<file path="src/rtl/mem_addr_sequencer.sv">
// mem_addr_sequencer: memory address mux with exception vector fetch; optional EXC_PENDING_EN queues requests
module mem_addr_sequencer #(
  parameter int DATA_W = 32,
  parameter int N_SRC = 3,
  parameter int N_EXC = 3,
  parameter int VEC_BASE = 253,
  parameter int MEM_LAT = 1,
  parameter int SEL_W = $clog2(N_SRC),
  parameter int EXC_W = (N_EXC > 1) ? $clog2(N_EXC) : 1
) (
  input  logic                    clk,
  input  logic                    reset,
  input  logic [SEL_W-1:0]        src_sel,
  input  logic [N_SRC*DATA_W-1:0] src_bus,
  input  logic [N_EXC-1:0]        exc_req,
  input  logic [DATA_W-1:0]       mem_rdata,
  output logic [DATA_W-1:0]       mem_addr,
  output logic                    busy,
  output logic                    vec_valid,
  output logic [DATA_W-1:0]       vec_addr,
  output logic [EXC_W-1:0]        exc_code
);
  localparam int CNT_W = (MEM_LAT > 1) ? $clog2(MEM_LAT) : 1;
  localparam logic [1:0] IDLE = 2'd0, FETCH = 2'd1, DONE = 2'd2;
  logic [1:0] state;
  logic [CNT_W-1:0] cnt;
  logic [N_EXC-1:0] req, win;
  logic [EXC_W-1:0] win_idx;
  logic [DATA_W-1:0] pass;
  logic start, unused;
  assign unused = ^mem_rdata;
`ifdef EXC_PENDING_EN
  logic [N_EXC-1:0] pending;
  // remember every request; the one being served is retired as its fetch starts
  always_ff @(posedge clk)
    if (reset) pending <= '0;
    else pending <= (pending | exc_req) & ~(start ? win : '0);
  assign req = exc_req | pending;
`else
  assign req = exc_req;
`endif
  // lowest set index wins: scan downwards so the last hit is the smallest
  always_comb begin
    win = '0;
    win_idx = '0;
    for (int i = N_EXC - 1; i >= 0; i--)
      if (req[i]) begin
        win = '0;
        win[i] = 1'b1;
        win_idx = EXC_W'(i);
      end
  end
  // normal-mode source mux; out-of-range selects give zero
  always_comb begin
    pass = '0;
    for (int i = 0; i < N_SRC; i++)
      if (src_sel == SEL_W'(i)) pass = src_bus[i*DATA_W +: DATA_W];
  end
  assign start = (state == IDLE) && |req;
  assign mem_addr = (state == IDLE) ? pass : DATA_W'(VEC_BASE) + DATA_W'(exc_code);
  assign busy = state != IDLE;
  assign vec_valid = state == DONE;
  // fetch sequencing: wait MEM_LAT cycles on the vector address, capture the handler byte
  always_ff @(posedge clk)
    if (reset) begin
      state <= IDLE;
      cnt <= '0;
      vec_addr <= '0;
      exc_code <= '0;
    end else if (start) begin
      state <= FETCH;
      cnt <= CNT_W'(MEM_LAT - 1);
      exc_code <= win_idx;
    end else if (state == FETCH) begin
      if (cnt == '0) begin
        state <= DONE;
        vec_addr <= DATA_W'(mem_rdata[7:0]);
      end else cnt <= cnt - 1'b1;
    end else state <= IDLE;
endmodule

</file>
<file path="config.mk">
export PLATFORM = sky130hd
export DESIGN_NAME = mem_addr_sequencer
export DESIGN_NICKNAME = d
export VERILOG_FILES = /design/src/rtl/mem_addr_sequencer.sv
export SDC_FILE = /design/constraint.sdc
export NUM_CORES = 1
export LEC_CHECK = 0
export ABC_CLOCK_PERIOD_IN_PS = 1200
export CORE_MARGIN = 3
export CORE_UTILIZATION = 23
export CTS_CLUSTER_DIAMETER = 100
export CTS_CLUSTER_SIZE = 25
export DETAILED_ROUTE_END_ITERATION = 6
export GPL_TIMING_DRIVEN = 0
export MAX_ROUTING_LAYER = met4
export PLACE_DENSITY = 0.77
export RECOVER_POWER = 50
export REMOVE_ABC_BUFFERS = 1
export SKIP_CTS_REPAIR_TIMING = 1
export SLEW_MARGIN = 20
export SYNTH_ARGS = -nofsm -noshare
export SYNTH_HDL_FRONTEND = slang
export SYNTH_SLANG_ARGS = --single-unit
</file>
<file path="constraint.sdc">
create_clock -name clk -period 1.2 [get_ports clk]
set_input_delay 0.24 -clock clk [delete_from_list [all_inputs] [get_ports clk]]
set_output_delay 0.24 -clock clk [all_outputs]
set_load 0.02 [all_outputs]
</file>
==> flow_summary.ini, run 1 <==
[sta]
timing_hold_violations_final = 0
skew_ns = 0.000849
fin_setup_tns_ns = -11.69
period_share = 1.36
worstMarginPinSlew_ns = 0.543
slew_violations = 0
rsz0062_at_grt = true
setup_viol = 34
fin_hold_ws_ns = 0.456
fin_crit_ns = 1.64
fmax_ghz = 0.612
relSlewSlack = 0.637
post-route-worst-setup-slack_ns = -0.435

[power_and_ir_drop]
peakVddDrop_v = 0.000524
leakage_nw = 1.47
design_power_total_mw = 2.34
power_density_mw_per_mm2 = 711

[yosys]
synth_seq_cells = 12
synthCells = 229
ys_types = 26
yosysTopAreaCellShare = 0.203
avgSynthCellArea_sq_um = 6.90
yosys.area.top_type = mux2i_1
ys.flop_type = dfxtp_1
netlist_area_sq_mm = 0.00158
synth_edf_count = 0
synthTopCellsByArea = mux2i_1, a21oi_1, dfxtp_1
synth-seq-area-share = 0.152
ys_warn_count = 0
ys_async_sr_fraction = 0

[final_layout]
multi_input_area_sq_mm = 0.00127
nets = 516
instances_no_fill = 455
area_growth_pct = 108
n_fill_cell = 598
final_cell_area_sq_mm = 0.00329
layout_commonest_cell = clkdlybuf4s50_1
seqCellArea_sq_um = 243
layout_common_cells = clkdlybuf4s50_1, nand2_1, mux2i_1
insertedDiodeCount = 0
layout-drive-gt1-share = 0.225
post-route-util = 0.506

[routing]
via_per_inst = 4.48
wl_per_cell_um = 15.5
wl_um = 7070
dr.pass1.iters = 5
drc = 0
initialDrtViolationCount = 39
num_vias = 2040
ant_nets = 0

[placement]
numPlacedInstances = 442
place.gp.congestion = 0.854
pre_cts_slack_ns = -2.40
io_buffers = 154
hpwl_um = 5190
dpl_cell_area_sq_mm = 0.00303

[global_route]
antenna_found_initial = 0
grt.total_usage = 0.147
grt_pass1_wl_um = 8830
grt_remaining_overflow = 0
grt_pass1_vias = 1726
grt_max_degree = 37

[die]
die_w_um = 88.9
start_util = 0.243
pin_count = 203
rows = 29
die-area_sq_mm = 0.00790
coreArea_sq_mm = 0.00649
die_h_um = 88.9

[cts]
cts_tree = done
clk_path_buf_depth = 2
cts_inserted_buffers = 3
clk_pin_slew_ns = 0.05
h-tree-depth = 1
clk_latency_ns = 0.24
cts_root_buf = clkbuf_8
numClockSinks = 12

[critical_path]
critPathKind = flop to output port
reg2reg_slack_ns = -0.01
path_max_fanout = 18
cp-end-kind = output port
arrival_ns = 1.40
startpoint_type = flop
required_ns = 0.96

[run]
cap_viol_max_count = 0

[min_path]
hold_path.class = flop to flop

[run_status]
violations = negative setup slack
outcome = finished with violations
kinds of logic after synthesis:
| logic type | after synthesis | synth area share |
|---|---|---|
| AND/OR/NAND/NOR | 88 | 0.275 |
| AO/OA/AOI/OAI | 52 | 0.170 |
| buffers and inverters | 43 | 0.190 |
| multiplexers | 32 | 0.203 |
| flip-flops | 12 | 0.152 |
| adder cells (fa/ha/maj) | 1 | 0.00792 |
| other | 1 | 0.00237 |
power breakdown:
group	switching (mW)	internal, mW	leakage, nW	total (mW)
Clock	0.148	0.221	0.0216	0.370
Combinational	0.727	0.789	1.35	1.52
Sequential	0.0210	0.429	0.0990	0.450
final timing paths:
path / to / cells after the start / from
max: mem_addr[4] / 6 / state[1]$_SDFF_PP0_
min: vec_addr[7]$_SDFFE_PP0P_ / 2 / vec_addr[7]$_SDFFE_PP0P_
min reg2reg: vec_addr[7]$_SDFFE_PP0P_ / 2 / vec_addr[7]$_SDFFE_PP0P_
max reg2reg: vec_addr[5]$_SDFFE_PP0P_ / 3 / state[0]$_SDFF_PP0_
Yosys cell counts, types with 2 or more instances:
library cell	instances
nor2b_1	2
or2_2	4
or2_1	2
buf_8	2
buf_2	6
buf_6	2
nand2_1	41
or2_0	24
dfxtp_1	12
nor2_1	7
buf_4	25
nor3_1	3
a21oi_1	48
clkbuf_1	7
mux2i_1	32
o21ai_0	2
cell type report:
cell class | count | share of cell area
inverters | 1 | 0.00495
repair buffers | 161 | 0.488
clock buffers | 3 | 0.0126
well taps | 77 | 0.0293
multi-input cells | 200 | 0.388
flip-flops and latches | 12 | 0.0738
repair inverters | 1 | 0.00343
registers in the layout, indices dropped and copies added, names as in the netlist:
register / flops
state: 2
exc_code: 2
vec_addr: 8
worst max-delay path, stage by stage, from the launching register on:
cell	delay, ns
dfxtp_2	0.34
nor2_4	0.22
buf_6	0.16
inv_8	0.07
a21oi_1	0.12
a21oi_1	0.08
buf_4	0.16
layer usage:
| layer | GRT usage | part of all wire |
|---|---|---|
| met5 | - | 0 |
| met4 | 0.0453 | 0.015 |
| met3 | 0.0261 | 0.10 |
| met2 | 0.253 | 0.51 |
| met1 | 0.172 | 0.36 |
No activity file was read; power rests on OpenSTA's default activity.
==> run 2, diff against run 1 <==
- CORE_MARGIN: 3 -> 1.5
- HOLD_SLACK_MARGIN: not set -> 0.06
==> run 2 against run 1 <==
  * Total power rose by 1.4%
  * The flow still finishes with violations (negative setup slack)
  * Non-clock buffer count increased by 4
  * Clock skew about the same
  * Via count rose by 1.1%
  * Flip-flop and latch count unchanged
  * Hold slack got worse by 0.0024 ns
  * Largest power group unchanged
==> flow_summary.ini, run 2 (same netlist as run 1, synthesis figures left out) <==
[cts]
clk_latency_ns = 0.24
clk_path_buf_depth = 2
clk_pin_slew_ns = 0.05
cts_inserted_buffers = 3
h-tree-depth = 1
cts_tree = done
cts_root_buf = clkbuf_8
numClockSinks = 12

[die]
die_h_um = 85.9
rows = 30
start_util = 0.235
die-area_sq_mm = 0.00737
die_w_um = 85.9
pin_count = 203
coreArea_sq_mm = 0.00672

[final_layout]
layout_commonest_cell = clkdlybuf4s50_1
layout-drive-gt1-share = 0.203
layout_common_cells = clkdlybuf4s50_1, nand2_1, a21oi_1
insertedDiodeCount = 0
n_fill_cell = 652
area_growth_pct = 105
largest_reg_flops = 8
nets = 522
largestRegisters = vec_addr: 8 flops, exc_code: 2 flops, state: 2 flops
largest_register = vec_addr
seqCellArea_sq_um = 243
multi_input_area_sq_mm = 0.00121

[sta]
fin_hold_ws_ns = 0.454
slew_violations = 0
worstMarginPinSlew_ns = 0.544
setup_viol = 34
fmax_ghz = 0.598
period_share = 1.39
timing_hold_violations_final = 0
post-route-worst-setup-slack_ns = -0.472
relSlewSlack = 0.637
rsz0062_at_grt = true
fin_crit_ns = 1.67
skew_ns = 0.000931

[routing]
wl_per_cell_um = 15.0
wl_um = 6970
dr.pass1.iters = 4
num_vias = 2063
ant_nets = 0
via_per_inst = 4.44
initialDrtViolationCount = 39
drc = 0

[critical_path]
critical_path.startpoint = state[1]$_SDFF_PP0_
r2r_start = state[1]$_SDFF_PP0_
arrival_ns = 1.43
startpoint_type = flop
crit_path_frequent_cell = a21oi_1
path_max_fanout = 18
cp-end-kind = output port
crit_chain = nor2_4 > buf_6 > inv_6 > a21oi_1 > a21oi_1 > buf_2
cpMaxStageDelayCell = dfxtp_2
critPathKind = flop to output port
max_stage_delay_ns = 0.34
required_ns = 0.96

[global_route]
grt_pass1_wl_um = 8790
grt_util_met2 = 0.266
antenna_found_initial = 0
busiest_layer = met2
grt_pass1_vias = 1858
grt.total_usage = 0.152
use_met1 = 0.169
grt_remaining_overflow = 0
grt_max_degree = 37
use_met3 = 0.0337

[power_and_ir_drop]
power_density_mw_per_mm2 = 732
peakVddDrop_v = 0.000616
design_power_total_mw = 2.37
leakage_nw = 1.44

[min_path]
hold_path_startpoint = vec_addr[7]$_SDFFE_PP0P_
hold_path.class = flop to flop

[run_status]
violations = negative setup slack
outcome = finished with violations

[placement]
hpwl_um = 4700
pre_cts_slack_ns = -2.41
io_buffers = 154
place.gp.congestion = 0.751

[run]
cap_viol_max_count = 0
[run 2: per-stage QoR]
stage / util / TNS, ns / std cells / instance area, sq um
after CTS: 0.458 / -78.32 / 449 / 3080
after floorplan: - / -12.02 / 210 / 1370
after detailed placement: 0.450 / -75.26 / 445 / 3030
after global placement: 0.448 / -92.67 / 444 / 3010
after global routing: 0.482 / -16.29 / 465 / 3240
final: 0.482 / -13.40 / 465 / 3240
[run 2: per-layer routing]
layer | share of wire | wire, um | vias to the layer above
met5 | 0 | 0 | -
met1 | 0.39 | 2720 | 925
met2 | 0.52 | 3620 | 102
met3 | 0.073 | 507 | 11
met4 | 0.017 | 120 | 0
li1 | - | - | 1025
[run 2: area by class of cell]
type                       count  share of cell area
inverter                       1             0.00503
tap                           80              0.0309
sequential                    12              0.0750
timing repair inverter         3             0.00812
multi-input combinational    200               0.374
timing repair buffer         165               0.490
clock buffer                   4              0.0170
[run 2: worst max-delay path: cells and delay by family, from the launching register on]
family	cells	cell delay, ns
buffers and inverters	3	0.39
AOI/OAI and AO/OA	2	0.18
DFF	1	0.34
and+or+nand+nor	1	0.27
[run 2: final timing paths]
| check | endpoint | slack [ns] | cells after the start |
|---|---|---|---|
| worst max-delay path | mem_addr[4] | -0.47 | 6 |
| worst min register to register | vec_addr[7]$_SDFFE_PP0P_ | 0.45 | 2 |
| worst max register to register | exc_code[0]$_SDFFE_PP0P_ | -0.01 | 5 |
| worst min-delay path | vec_addr[7]$_SDFFE_PP0P_ | 0.45 | 2 |
[run 2: power breakdown]
part / switching (mW) / internal, mW
Sequential: 0.0213 / 0.429
Clock: 0.158 / 0.291
Combinational: 0.718 / 0.752
